## src/rtl/alt_pattern_detector.sv

```systemverilog
// Serial detector for runs of RUN_LEN alternating bits, with optional overlap,
// start-bit qualification and a saturating match counter.
module alt_pattern_detector #(
    parameter int RUN_LEN = 4,
    parameter int CNT_W   = 8,
    localparam int RLW    = $clog2(RUN_LEN + 1)
) (
    input  logic             clk,
    input  logic             rst,
    input  logic             en,
    input  logic             a,
    input  logic             overlap,
    input  logic             start_chk,
    input  logic             start_val,
    input  logic             clr,
    output logic             y,
    output logic [RLW-1:0]   run_len,
    output logic [CNT_W-1:0] match_cnt
);

    typedef enum logic {IDLE, RUN} state_t;

    localparam logic [RLW-1:0] RL_MAX = RLW'(RUN_LEN);
    localparam logic [RLW:0]   RL_CMP = (RLW+1)'(RUN_LEN);

    state_t         state, state_nx;
    logic           last, last_nx;
    logic [RLW-1:0] run_len_nx;
    logic [RLW:0]   rl_inc;
    logic           accept;
    logic           hit;

    assign accept = !start_chk || (a == start_val);
    assign rl_inc = {1'b0, run_len} + (RLW+1)'(1);

    always_ff @(posedge clk or posedge rst) begin
        if (rst) begin
            state     <= IDLE;
            last      <= 1'b0;
            run_len   <= '0;
            y         <= 1'b0;
            match_cnt <= '0;
        end else begin
            state   <= state_nx;
            last    <= last_nx;
            run_len <= run_len_nx;
            y       <= hit;
            // clear wins over a coincident hit
            if (clr)
                match_cnt <= '0;
            else if (hit && match_cnt != '1)
                match_cnt <= match_cnt + CNT_W'(1);
        end
    end

    always_comb begin
        state_nx   = state;
        last_nx    = last;
        run_len_nx = run_len;
        hit        = 1'b0;
        if (en) begin
            case (state)
                IDLE: begin
                    if (accept) begin
                        state_nx   = RUN;
                        last_nx    = a;
                        run_len_nx = RLW'(1);
                    end else begin
                        run_len_nx = '0;
                    end
                end
                RUN: begin
                    if (a != last) begin
                        last_nx = a;
                        if (rl_inc < RL_CMP) begin
                            run_len_nx = rl_inc[RLW-1:0];
                        end else begin
                            hit = 1'b1;
                            // overlap keeps the run alive so each further alternation hits again
                            if (overlap) begin
                                run_len_nx = RL_MAX;
                            end else begin
                                state_nx   = IDLE;
                                run_len_nx = '0;
                            end
                        end
                    end else if (accept) begin
                        last_nx    = a;
                        run_len_nx = RLW'(1);
                    end else begin
                        state_nx   = IDLE;
                        run_len_nx = '0;
                    end
                end
                default: begin
                    state_nx   = IDLE;
                    run_len_nx = '0;
                end
            endcase
        end
    end

endmodule

```

## config.mk

```make
export PLATFORM = sky130hd
export DESIGN_NAME = alt_pattern_detector
export DESIGN_NICKNAME = d
export VERILOG_FILES = /design/src/rtl/alt_pattern_detector.sv
export SDC_FILE = /design/constraint.sdc
export NUM_CORES = 1
export LEC_CHECK = 0
export CORE_MARGIN = 3
export CORE_UTILIZATION = 42
export DETAILED_ROUTE_END_ITERATION = 7
export MAX_ROUTING_LAYER = met4
export PLACE_DENSITY = 0.75
export SLEW_MARGIN = 5
export SYNTH_ARGS = -nofsm -noshare
export SYNTH_HDL_FRONTEND = slang
export SYNTH_SLANG_ARGS = --single-unit
```

## constraint.sdc

```tcl
create_clock -name clk -period 2.15 [get_ports clk]
set_clock_uncertainty 0.1 [all_clocks]
set_input_delay 0.215 -clock clk [delete_from_list [all_inputs] [get_ports clk]]
set_output_delay 0.215 -clock clk [all_outputs]
set_load 0.02 [all_outputs]
```

==> results.tsv, run 1 <==
metric	value	unit
post-route-period-util	0.902	
fin_nets	109	
wire_per_inst	11.6	um
grtUsageTotal	0.165	
synth_top_area_frac	0.469	
clk_latency	0.28	ns
viasPerCell	4.91	
grt_pass1_wl	2.54	mm
instances_no_fill	122	
cp-end-kind	register	
synthTopCellsByArea	dfrtp_1, xor2_1, nor2_1	
portBuffers	19	
ys.flop_type	dfrtp_1	
start_util	0.469	
cts_buffers	3	
p_sw_frac	0.328	
final.setup.worst_slack	0.212	ns
ys_seq_area_frac	0.469	
crit_fanout	10	
reg2regPathDepth	6	
p_per_area	760	nW/um2
synth-seq-cells	14	
synth.avg_cell_area	9.83	um2
reg2reg_slack	0.21	ns
placed_cell_area	966	um2
synth_edf_count	0	
place_hpwl	1.08	mm
final_hold_viol_count	0	
totalWireLength	1.42	mm
grt_overflow	0	
synth_common_cells	dfrtp_1, nor2_1, nand2_1, o21ai_0, a21oi_1	
tightest_slew	0.509	ns
nFillCells	134	
antenna_cells	0	
antenna_found_initial	0	
finalSetupTns	0	ns
arrival	2.04	ns
placedCellCount	118	
r2r_end	match_cnt[3]	
crit_start	run_len[0]	
fp.coreArea	1590	um2
synth.most_common_cell	dfrtp_1	
yosysUniqueCellTypes	26	
synth_area	747	um2
leakage	0.416	nW
wl_met3	38	um
final_antenna_net_count	0	
drive_gt1_frac	0.112	
dieArea	2320	um2
syn_nets	86	
path_cells	ha_1, a21boi_0, a21oi_4, nand3_4, or3_1, a21oi_1	
tritoncts	done	
gp_congestion	0.818	
synth_warnings	0	
highest_layer	met4	
cts_resized	0	
required	2.25	ns
path_class	reg2reg	
setup_viol	0	
dieHeight	48.2	um
worst-path-buf-inv	0	
relSlewSlack	0.660	
start_kind	register	
remaining_drc_errors	0	
cpPeakStageDelay	0.43	ns
regToRegStartpoint	run_len[0]	
intPower	0.000512	W
cts_setup_buffers	0	
drv_slew	0	
clkSinkCount	14	
pwr-share-comb	0.317	
power	0.000762	W
clk_path_buf_depth	2	
crit_family	compound AO/OA/AOI/OAI gates	
grt_max_degree	15	
drt-met1-wl	687	um
dp_slack	0.118	ns
power_frac_clock	0.249	
drt_iter0_drc	9	
seq_power_share	0.433	
cts-htree-levels	1	
cp_slowest_cell	dfrtp_1	
dr_wl_met2	668	um
yosysTopAreaCell	dfrtp_1	
crit_path_end	match_cnt[3]	
synthCells	76	
drv_cap	0	
cts_hold_buf	0	
fmax	516	MHz
finish.instance_area	1000	um2
rsz0062_at_grt	false	
first_pass_iters	4	
cp.depth	6	
rows	14	
switchingPower	0.000250	W
status	completed	
grt_pass1_vias	573	
synth-async-reset-ratio	1.00	
ir_worst_vdd	0.578	mV
syn2layout_area_growth	34.2	%
fin_crit	1.94	ns
clk_pin_slew	0.09	ns
dieWidth	48.2	um
vias	599	
root_buffer	clkbuf_4	
hold_path_class	in2async	
ios	20	
-- cells in the final DEF, fill, tap and decap left out, types with 2 or more instances in the layout --
cell	synthesis	layout
nor2_1	9	9
nand2_1	7	7
ha_1	2	2
mux2i_1	2	2
nand4_1	3	3
clkdlybuf4s50_1	0	19
or3_1	4	4
nor2b_1	2	2
clkbuf_4	0	3
o21ai_0	6	6
inv_1	3	3
a21oi_1	5	5
xor2_1	4	4
dfrtp_1	14	14
mux2_2	2	2
-- worst min path at each step --
stage	endpoint	slack (ns)	cells past startpoint
2_1_floorplan	last	0.004	1
3_3_place_gp	last	0.42	1
3_5_place_dp	last	0.42	1
4_1_cts	state	0.18	2
5_1_grt	match_cnt[4]	0.22	2
6_report	state	0.15	2
-- registers in the layout (all words and copies together) (netlist names) --
| register | flops |
|---|---|
| last | 1 |
| match_cnt | 8 |
| run_len | 3 |
| state | 1 |
| y | 1 |
-- power by group through the flow --
stage	clock [W]	combinational (W)	sequential (W)
after floorplan	0	0.000134	0.000357
after global placement	0	0.000240	0.000334
after detailed placement	0	0.000242	0.000336
after CTS	0.000193	0.000245	0.000330
after global routing	0.000204	0.000267	0.000336
final	0.000190	0.000242	0.000330
-- stage by stage --
stage               hold slack (ns)  utilization
finish                        0.153        0.629
global route                  0.219        0.629
CTS                           0.178        0.629
detailed placement            0.416        0.606
global placement              0.415        0.606
floorplan                   0.00422            -
-- layout make-up --
class	count	area, um2	area share
clock buffer	4	36.3	0.0362
inverter	3	11.3	0.0112
multi-input combinational	57	377	0.376
sequential	14	350	0.350
tap	24	30.0	0.0300
timing repair buffer	20	198	0.197
-- worst register-to-register path, cell delays in order (launching register included) --
cell and delay (ns):
dfrtp_1 0.43, ha_1 0.22, a21boi_0 0.16, a21oi_4 0.27, nand3_4 0.16, or3_1 0.37
a21oi_1 0.15
-- per-layer routing --
| layer | track usage | vias to the layer above |
|---|---|---|
| li1 | - | 313 |
| met1 | 0.229 | 271 |
| met2 | 0.227 | 11 |
| met3 | 0.0332 | 4 |
| met4 | 0.0806 | 0 |
| met5 | - | - |
-- kinds of logic after synthesis --
family / count (synthesis) / synth area share
AO/OA/AOI/OAI: 15 / 0.129
XOR/XNOR: 4 / 0.0469
adder cells (fa/ha/maj): 2 / 0.0335
buffers and inverters: 5 / 0.0268
flip-flops: 14 / 0.469
multiplexers: 4 / 0.0570
AND/OR/NAND/NOR: 32 / 0.238
No activity file was read; power rests on OpenSTA's default activity.
==> run 2, diff against run 1 <==
- CORE_UTILIZATION: 42 -> 30
- PLACE_DENSITY: 0.75 -> 0.58
- TNS_END_PERCENT: default -> 5
==> run 2 against run 1 <==
  * Wire length grew 9.1%
  * Critical path type unchanged
  * Design area grew 0.50%
  * Critical endpoint is now match_cnt[4]
  * First-iteration DRC count grew 89%
  * Global-route usage shrank 5.2 points
  * Power grew 0.12%
  * Die area grew 35%
  * Largest cell class unchanged
==> results.tsv, run 2 (synthesis gave the netlist of run 1 again) <==
metric	value	unit
drv_cap	0	
fp.coreArea	2300	um2
start_kind	register	
final_antenna_net_count	0	
reg2regPathDepth	6	
crit_family	flip-flops	
cp.depth	6	
arrival	2.04	ns
regToRegStartpoint	run_len[0]	
ir_worst_vdd	0.417	mV
drive_gt1_frac	0.112	
status	completed	
path_cells	ha_1, a21boi_0, a21oi_4, nand4_1, nor2_1, mux2_2	
dieWidth	55.9	um
vias	621	
gp_congestion	0.737	
grt_overflow	0	
post-route-period-util	0.917	
cts_hold_buf	0	
root_buffer	clkbuf_4	
clk_pin_slew	0.08	ns
fin_nets	109	
crit_fanout	6	
relSlewSlack	0.648	
antenna_cells	0	
nFillCells	230	
grt_max_degree	15	
cpPeakStageDelay	0.44	ns
largest_reg_flops	8	
portBuffers	19	
setup_viol	0	
fin_crit	1.97	ns
crit_start	run_len[0]	
syn2layout_area_growth	34.8	%
antenna_found_initial	0	
tritoncts	done	
path_class	reg2reg	
totalWireLength	1.55	mm
reg.largest.list	match_cnt x8, run_len x3	
first_pass_iters	4	
clkSinkCount	14	
final_hold_viol_count	0	
leakage	0.416	nW
final_cell_mix	clkdlybuf4s50_1, dfrtp_1, nor2_1	
remaining_drc_errors	0	
rows	17	
wire_per_inst	12.3	um
drt_iter0_drc	17	
cts-htree-levels	1	
grt_pass1_vias	586	
cts_resized	0	
cts_buffers	3	
place_hpwl	1.17	mm
drv_slew	0	
clk_latency	0.28	ns
dieHeight	55.9	um
dieArea	3120	um2
cp_slowest_cell	dfrtp_1	
rsz0062_at_grt	false	
tightest_slew	0.528	ns
worst-path-buf-inv	0	
ios	20	
final_common_cell	clkdlybuf4s50_1	
p_per_area	757	nW/um2
required	2.22	ns
viasPerCell	4.93	
crit_path_end	match_cnt[4]	
fmax	507	MHz
hold_path_class	in2async	
finalSetupTns	0	ns
cts_setup_buffers	0	
r2r_end	match_cnt[4]	
cp-end-kind	register	
start_util	0.325	
largest-register	match_cnt	
reg2reg_slack	0.18	ns
clk_path_buf_depth	2	
grtUsageTotal	0.114	
grt_pass1_wl	2.73	mm
power	0.000763	W
==> run 2: worst reg2reg max path: cells and delay by family (launching register included) <==
| kind | cells | cell delay [ns] |
|---|---|---|
| flip-flops | 1 | 0.44 |
| multiplexers | 1 | 0.34 |
| AND/OR/NAND/NOR | 2 | 0.33 |
| AO/OA/AOI/OAI | 2 | 0.43 |
| adder cells (fa/ha/maj) | 1 | 0.23 |
==> run 2: worst min-delay path by stage <==
| stage | end | slack (ns) | start | cells past startpoint |
|---|---|---|---|---|
| floorplan | last | 0.004 | rst | 1 |
| global placement | last | 0.42 | last | 1 |
| detailed placement | last | 0.42 | last | 1 |
| CTS | match_cnt[4] | 0.19 | rst | 2 |
| global route | run_len[0] | 0.20 | rst | 2 |
| finish | match_cnt[1] | 0.16 | rst | 2 |
==> run 2: layout make-up <==
| cell class | instances | area, um2 | area share |
|---|---|---|---|
| multi-input cells | 57 | 377 | 0.374 |
| flip-flops and latches | 14 | 350 | 0.348 |
| repair buffers | 20 | 198 | 0.196 |
| clock buffers | 4 | 36.3 | 0.0360 |
| well taps | 28 | 35.0 | 0.0348 |
| inverters | 3 | 11.3 | 0.0112 |
==> run 2: routing by layer <==
metal  up-vias  routed length, um  GRT usage
met5         -                  0          -
met4         0                 12     0.0305
met3         2                108     0.0487
met2        18                729      0.150
met1       290                699      0.157
li1        311                  -          -
==> run 2: report_power, final <==
| part | leakage (nW) | total, W | switching [W] | internal, W |
|---|---|---|---|---|
| sequential | 0.186 | 0.000332 | 0.0000366 | 0.000296 |
| combinational | 0.210 | 0.000241 | 0.000127 | 0.000114 |
| clock | 0.0210 | 0.000190 | 0.0000868 | 0.000103 |
==> run 2: through the flow <==
step / hold slack [ns] / util / area (um2) / setup WS [ns] / cells
6_report: 0.158 / 0.438 / 1010 / 0.178 / 126
5_1_grt: 0.198 / 0.438 / 1010 / 0.0172 / 126
4_1_cts: 0.189 / 0.438 / 1010 / 0.158 / 126
3_5_place_dp: 0.419 / 0.423 / 971 / 0.110 / 122
3_3_place_gp: 0.420 / 0.423 / 971 / 0.138 / 122
2_1_floorplan: 0.00422 / - / 747 / 0.241 / 76
==> run 3, diff against run 2 <==
- PLACE_DENSITY: 0.58 -> 0.65
==> run 3 against run 2 <==
  * Die area stayed put
  * Core utilization stayed put
  * Sequential cell count stayed put
  * Via count is 0.64% lower
  * Critical path depth stayed put
  * Register-to-register slack better by 0.02 ns
  * First-iteration DRC count is 53% lower
  * Hold slack better by 0.015 ns
  * Global-route usage is 1.0 points lower
  * Design area stayed put
  * Combinational power hardly changed
  * Largest power group unchanged
==> results.tsv, run 3 (synthesis gave the netlist of run 1 again) <==
metric	value	unit
syn2layout_area_growth	34.8	%
required	2.22	ns
path_class	reg2reg	
r2r_end	match_cnt[4]	
crit_fanout	6	
leakage	0.416	nW
gp_congestion	0.762	
ir_worst_vdd	0.473	mV
viasPerCell	4.90	
dieHeight	55.9	um
first_pass_iters	2	
totalWireLength	1.47	mm
cp_slowest_cell	dfrtp_1	
placed_cell_area	971	um2
status	completed	
remaining_drc_errors	0	
p_per_area	753	nW/um2
wire_per_inst	11.7	um
drv_cap	0	
grt_pass1_wl	2.49	mm
final.setup.worst_slack	0.195	ns
dieArea	3120	um2
tightest_slew	0.533	ns
rsz0062_at_grt	false	
placedCellCount	122	
final_antenna_net_count	0	
ios	20	
dieWidth	55.9	um
cpPeakStageDelay	0.43	ns
setup_viol	0	
cts_hold_buf	0	
fin_nets	109	
power	0.000758	W
vias	617	
grtUsageTotal	0.104	
drv_slew	0	
antenna_found_initial	0	
rows	17	
cts_setup_buffers	0	
antenna_cells	0	
cp-end-kind	register	
tritoncts	done	
root_buffer	clkbuf_4	
start_util	0.325	
clk_pin_slew	0.09	ns
finalSetupTns	0	ns
clkSinkCount	14	
drive_gt1_frac	0.112	
grt_overflow	0	
final_common_cell	clkdlybuf4s50_1	
largest_reg_flops	8	
cts_buffers	3	
final_cell_mix	clkdlybuf4s50_1, dfrtp_1, nor2_1	
fmax	512	MHz
clk_latency	0.28	ns
relSlewSlack	0.644	
reg.largest.list	match_cnt x8, run_len x3	
start_kind	register	
reg2regPathDepth	6	
path_cells	ha_1, a21boi_0, a21oi_4, nand4_1, nor2_1, mux2_2	
grt_max_degree	15	
grt_pass1_vias	582	
clk_path_buf_depth	2	
place_hpwl	1.12	mm
largest-register	match_cnt	
crit_family	compound AO/OA/AOI/OAI gates	
drt_iter0_drc	8	
fin_crit	1.95	ns
regToRegStartpoint	run_len[0]	
reg2reg_slack	0.20	ns
final_hold_viol_count	0	
cts_resized	0	
post-route-period-util	0.909	
cts-htree-levels	1	
instances_no_fill	126	
hold_path_class	in2async	
fp.coreArea	2300	um2
portBuffers	19	
arrival	2.03	ns
dp_slack	0.104	ns
worst-path-buf-inv	0	
finish.instance_area	1010	um2
run 3: cell counts in the layout (fill, tap and decap cells not counted):
No cell type changed its count.
run 3: worst max path at each step:
stage                          start      endpoint  slack [ns]  depth (start not counted)
final                     run_len[0]  match_cnt[4]        0.20                          6
after global routing      run_len[0]  match_cnt[5]        0.06                          6
after CTS                 run_len[0]  match_cnt[4]        0.18                          6
after detailed placement           a  match_cnt[4]        0.10                          6
after global placement             a  match_cnt[4]        0.14                          6
after floorplan           run_len[0]  match_cnt[4]        0.24                          6
run 3: worst reg2reg max path, stage by stage (launching register included):
cell and delay (ns):
dfrtp_1 0.43, ha_1 0.22, a21boi_0 0.16, a21oi_4 0.27
nand4_1 0.18, nor2_1 0.15, mux2_2 0.34
run 3: layout make-up:
cell class / count / area [um2]
Fill cell: 236 / 1290
Tap cell: 28 / 35.0
Timing Repair Buffer: 20 / 198
Inverter: 3 / 11.3
Clock buffer: 4 / 36.3
Multi-Input combinational cell: 57 / 377
Sequential cell: 14 / 350
run 3: report_power, final:
| group | switching (W) | internal [W] | total (W) | leakage, nW |
|---|---|---|---|---|
| Combinational | 0.000128 | 0.000114 | 0.000241 | 0.210 |
| Sequential | 0.0000332 | 0.000296 | 0.000329 | 0.186 |
| Clock | 0.0000850 | 0.000103 | 0.000188 | 0.0210 |
run 3: stage by stage:
step	util	hold WS, ns
3_3_place_gp	0.423	0.415
4_1_cts	0.438	0.198
6_report	0.438	0.173
3_5_place_dp	0.423	0.416
2_1_floorplan	-	0.00422
5_1_grt	0.438	0.220
run 3: per-layer routing:
layer	global-route usage	up-vias	part of all wire
met3	0.0510	0	0.059
li1	-	315	-
met2	0.171	17	0.47
met1	0.119	285	0.47
met4	0.0102	0	0
met5	-	-	0
